===== config.mk =====
export PLATFORM = sky130hd
export DESIGN_NAME = pc_next_unit
export DESIGN_NICKNAME = d
export VERILOG_FILES = /design/src/rtl/pc_next_unit.sv
export SDC_FILE = /design/constraint.sdc
export NUM_CORES = 1
export LEC_CHECK = 0
export ABC_CLOCK_PERIOD_IN_PS = 4700
export CORE_MARGIN = 4
export CORE_UTILIZATION = 29
export DETAILED_ROUTE_END_ITERATION = 16
export SLEW_MARGIN = 20
export SYNTH_ARGS = -nofsm -noshare
export SYNTH_HDL_FRONTEND = slang
export SYNTH_SLANG_ARGS = --single-unit

===== constraint.sdc =====
create_clock -name clk -period 4.7 [get_ports clk]
set_input_delay 1.41 -clock clk [delete_from_list [all_inputs] [get_ports clk]]
set_output_delay 1.41 -clock clk [all_outputs]
set_load 0.02 [all_outputs]

===== src/rtl/pc_next_unit.sv =====
// pc_next_unit: registered PC with 4-way next-PC select; return-address stack included when PC_NEXT_RAS_EN is defined.
module pc_next_unit #(
    parameter int WIDTH = 16,
    parameter int INC = 1,
    parameter logic [WIDTH-1:0] RESET_VEC = '0,
    parameter int RAS_DEPTH = 4
) (
    input  logic             clk,
    input  logic             rst,
    input  logic             en,
    input  logic [1:0]       sel,
    input  logic [WIDTH-1:0] offset,
    input  logic [WIDTH-1:0] target,
    input  logic             call,
    output logic [WIDTH-1:0] pc,
    output logic [WIDTH-1:0] pc_next,
    output logic             ras_empty,
    output logic             ras_full,
    output logic             ras_err
);
    logic [WIDTH-1:0] seq;
    logic [WIDTH-1:0] ret;
    assign seq = pc + WIDTH'(INC);
`ifdef PC_NEXT_RAS_EN
    localparam int AW = $clog2(RAS_DEPTH);
    logic [WIDTH-1:0] stack [RAS_DEPTH];
    logic [AW-1:0] wr_ptr;
    logic [AW:0] count;
    logic push, pop, has_top;
    assign push = en && sel == 2'b10 && call;
    assign pop = en && sel == 2'b11;
    assign has_top = count != '0;
    assign ras_empty = !has_top;
    assign ras_full = count == (AW+1)'(RAS_DEPTH);
    // an empty pop falls back to the sequential address
    assign ret = has_top ? stack[wr_ptr - 1'b1] : seq;
    always_ff @(posedge clk)
        if (push) stack[wr_ptr] <= seq;
    // wr_ptr wraps, so a push when full overwrites the oldest entry
    always_ff @(posedge clk or posedge rst)
        if (rst) begin
            wr_ptr <= '0;
            count <= '0;
            ras_err <= 1'b0;
        end else if (push) begin
            wr_ptr <= wr_ptr + 1'b1;
            count <= ras_full ? count : count + 1'b1;
            ras_err <= ras_err | ras_full;
        end else if (pop) begin
            wr_ptr <= has_top ? wr_ptr - 1'b1 : wr_ptr;
            count <= has_top ? count - 1'b1 : count;
            ras_err <= ras_err | !has_top;
        end
`else
    logic unused_call;
    assign unused_call = call;
    assign ret = seq;
    assign ras_empty = 1'b1;
    assign ras_full = 1'b0;
    assign ras_err = 1'b0;
`endif
    assign pc_next = sel == 2'b00 ? seq :
                     sel == 2'b01 ? pc + offset :
                     sel == 2'b10 ? target : ret;
    always_ff @(posedge clk or posedge rst)
        if (rst) pc <= RESET_VEC;
        else if (en) pc <= pc_next;
endmodule

==> Word level (Yosys, flattened, before mapping) <==
Cells that the tools add are included.
{ "op_classes": {"add_sub_neg": 2, "reduce_logical": 1, "n_bitwise": 0, "div": 0, "order_cmp": 0, "muxes": 3, "multipliers": 0, "shifts": 0, "eq_ne": 2} }
{ "op_table": {"columns": ["cell", "n"], "rows": [
  ["$mux W16", 3],
  ["$add A16 B1 Y16 const B", 1],
  ["$add A16 B16 Y16", 1],
  ["$eq A2 B1 Y1 const B", 1],
  ["$eq A2 B2 Y1 const B", 1],
  ["$logic_not A2 Y1", 1]
]} }
{ "totals": {"regBits": 16, "mem_bits_ro": 0, "memories": 0, "elab_cells": 9, "ramBits": 0, "latch_bits": 0} }

==> Logic depth before layout (Yosys ltp) <==
{ "logic_depth": {"word_depth": 4, "depth_mapped": 9, "mapped_depth_nobuf": 9} }

==> Least setup slack after synthesis <==
Ideal clock, no wire load.
{ "synth_timing": {"path_kind": "input port to output port", "from": "input port offset[12]", "to": "output port pc_next[15]", "setup_slack_ns": -0.104, "path_buffers": 1, "arrival_time_ns": 3.394, "required_ns": 3.290, "cell_stages": 9, "cell_sequence": "ha_1 -> buf_2 -> a21o_1 -> a21oi_1 -> or3b_1 -> o221ai_1 -> xnor2_1 -> xnor2_1 -> o21ai_0"} }
{ "synth_between": {"elab_chain_cells": 3} }
{ "synth_rtl": {"columns": ["element", "line_no", "rtl"], "rows": [
  ["from (decl)", "12", "input logic [WIDTH-1:0] offset,"],
  ["$add A16 B16 Y16", "63", "sel == 2'b01 ? pc + offset :"],
  ["$mux W16", "63", null],
  ["$mux W16", "62", "assign pc_next = sel == 2'b00 ? seq :"],
  ["to (decl)", "16", "output logic [WIDTH-1:0] pc_next,"]
]} }
Every way passes these cells.

==> Worst setup path after layout <==
{ "layout_timing": {"from": "input port offset[0]", "to": "output port pc_next[14]"} }
The elaborated chain is that of the path after synthesis.

==> results.json <==
{
  "run_status": "complete, but fails checks",
  "violations": "negative setup slack",
  "fin_cells": 453,
  "seqPwrFrac_pct": 14.5,
  "ios": 73,
  "root_buffer": "clkbuf_8",
  "p_sw_share_pct": 45.59,
  "port_buffers": 68,
  "syn_area_per_cell_sq_um": 8.074,
  "cp_top_family": "compound AO/OA/AOI/OAI gates",
  "dp_worst_setup_slack_ps": -1102,
  "place_inst": 441,
  "startpoint_type": "input pin",
  "layout.nets": 433,
  "hpwlAfterDp_um": 5454,
  "ys.flop_type": "dfrtp_1",
  "postLayoutCellArea_sq_um": 3543,
  "largest_reg_flops": 16,
  "ff2ff_path_depth": 12,
  "rsz0062_at_grt": "true",
  "synth_most_common_cell": "a21oi_1",
  "synth_top_area_share_pct": 20.41,
  "cts_buffer_depth": 2,
  "regToRegStartpoint": "pc[0]$_DFFE_PP0P_",
  "end_kind": "primary output",
  "hold_end": "pc[14]$_DFFE_PP0P_",
  "die_area_sq_um": 8145,
  "drc_errors": 0,
  "finalSetupViolations": 7,
  "ys_seq_area_share_pct": 20.41,
  "avgRoutedWirePerCell_um": 16.13,
  "cts_buffers": 3,
  "yosysWarnings": 0,
  "crit_type": "input pin to primary output",
  "clock-sinks": 16,
  "ir_drop_mv": 0.2968,
  "layout-drive-gt1-share_pct": 37.77,
  "grt_max_degree": 29,
  "worstPathMaxFanout": 3,
  "die_width_um": 90.25,
  "internal_power_uw": 1152,
  "fmax_mhz": 203.1,
  "fin_crit_sh_pct": 104.8,
  "die_y_um": 90.25,
  "clock_skew_ps": 2.961,
  "top_regs": "pc: 16 flops",
  "finalPower_uw": 2116,
  "synth-async-reset-ratio_pct": 100.0,
  "finalWorstSetupSlack_ps": -223.4,
  "critical-path-max-stage-delay_ps": 340,
  "first_global_vias": 2425,
  "antenna_found_initial": 0,
  "crit_buf_inv": 3,
  "area_growth_syn_to_layout_pct": 80.61,
  "synth-simple-area-share_pct": 16.90,
  "synth-edff-count": 0,
  "yosysTopAreaCell": "dfrtp_1",
  "insertion_delay_ps": 260,
  "cp_cell_sequence": "buf_6, ha_4, fa_2, a21o_1, a221oi_2, buf_4, o31ai_4, a221oi_2, xnor2_1, a221o_1, buf_6",
  "h-tree-depth": 1,
  "synth_area_sq_um": 1962,
  "place_area_sq_um": 3172,
  "core_area_sq_um": 6459,
  "required_ps": 3290,
  "worstMarginPinSlew_ps": 765.4,
  "max_slew_margin_pct": 48.92,
  "synth_top_family_by_area": "compound AO/OA/AOI/OAI gates",
  "clk_transition_reported_paths_ps": 70,
  "yosys-top-cells-count": "a21oi_1, nand2_1, xnor2_1",
  "synthMuxAreaShare_pct": 9.184,
  "ys_types": 45,
  "synth_xor_area_share_pct": 12.50,
  "cts_tree": "done",
  "p_clk_share_pct": 5.3,
  "cp_slowest_cell": "fa_2",
  "top_register": "pc",
  "r2r_end": "pc[10]$_DFFE_PP0P_",
  "routed_wl_um": 7307,
  "track_usage_pct": 17.80,
  "floorplan.initialDensity_pct": 30.38,
  "grt_pass1_wl_um": 11930,
  "finalCriticalPeriod_ps": 4923,
  "via_count": 2341,
  "reg2reg_slack_ps": 2010,
  "slew_viol_final": 0,
  "p_switching_uw": 964.8,
  "overflow": 0,
  "num_rows": 29,
  "combPwrFrac_pct": 80.2,
  "diodes": 0,
  "cts-hold-fix-buffers": 0,
  "worst_hold_startpoint": "pc[14]$_DFFE_PP0P_",
  "first_pass_iters": 4,
  "hold_viol": 0,
  "via_per_inst": 5.168,
  "netlist_top_cells_area": "dfrtp_1, ha_1, xnor2_1",
  "min_delay_path_depth": 1,
  "max_cap_viol_count": 0,
  "synth_compound_gate_area_share_pct": 26.02,
  "hold_class": "flop to flop",
  "power.leakage_uw": 0.001484,
  "utilization_pct": 54.86,
  "syn_inst": 243,
  "ys_seq_elements": 16,
  "first_iter_violations": 68,
  "power_density_nw_per_um2": 597.3,
  "arrival_ps": 3510,
  "synth_fa_ha_area_share_pct": 11.22,
  "gp_congestion": 0.8510,
  "final_antenna_net_count": 0
}
[layer usage]
metal	up-vias	part of all wire [%]	global-route usage, %
li1	1167	-	-
met1	1108	46	22.36
met2	60	48	31.24
met3	6	5.0	3.750
met4	0	0.52	3.827
met5	-	0	0
[how the worst max path moves through the flow]
stage                     startpoint           to  slack, ps  cells past startpoint
final                      offset[0]  pc_next[14]       -220                     11
after global routing       offset[0]  pc_next[14]       -340                     11
after CTS                  offset[0]  pc_next[14]       -240                     11
after detailed placement   offset[0]  pc_next[14]      -1100                     11
after global placement     offset[0]  pc_next[14]      -1100                     11
after floorplan            offset[0]  pc_next[14]        -60                      8
[worst register-to-register path: cells and delay by family, from the launching register on]
family	cells	cell delay [ps]
mux	1	250
compound gates	4	660
flops	1	420
fa+ha+maj	2	530
xor+xnor	1	130
buf+inv	4	580
[placed cells by master, fill, tap and decap left out, types with 12 or more instances in the layout]
cell / netlist / layout
a21oi_1: 26 / 16
buf_4: 3 / 73
clkdlybuf4s50_1: 0 / 40
dfrtp_1: 16 / 16
dlygate4sd2_1: 0 / 12
mux2_2: 12 / 12
nand2_1: 25 / 24
nor2_1: 18 / 17
xnor2_1: 19 / 17
[logic make-up (layout without fill, tap and decap cells)]
logic type | after synthesis | in the layout
AO/OA/AOI/OAI | 79 | 79
AND/OR/NAND/NOR | 71 | 71
XOR/XNOR | 28 | 28
adder cells (fa/ha/maj) | 17 | 17
multiplexers | 16 | 16
flip-flops | 16 | 16
buffers and inverters | 14 | 146
other | 2 | 3
[timing repair]
item                                   CTS  global route
endpoints found under the hold margin    0             0
setup buffers                            6             4
gates cloned                             0             0
pin swaps                               37            10
setup endpoints to repair               15            13
resized for setup                      113            22
[area by class of cell]
cell class	instances	area [sq um]
repair buffers	139	1182
inverters	4	15.01
flip-flops and latches	16	400.4
well taps	77	96.34
clock buffers	3	41.29
multi-input cells	214	1808
fillers	626	2915
[power by group through the flow]
stage / registers [uW] / logic [uW] / clock network (uW)
2_1_floorplan: 356 / 714 / 0
3_3_place_gp: 286 / 1430 / 0
3_5_place_dp: 287 / 1440 / 0
4_1_cts: 305 / 1600 / 117
5_1_grt: 319 / 1830 / 124
6_report: 307 / 1700 / 112
[metrics by stage]
step | hold WS, ps | setup TNS (ps)
global route | 670.3 | -1362
finish | 634.8 | -640.0
global placement | 620.7 | -10660
detailed placement | 621.2 | -10730
CTS | 637.1 | -435.5
floorplan | 672.5 | -57.05
Note: power is estimated with default switching activity, not from simulation.
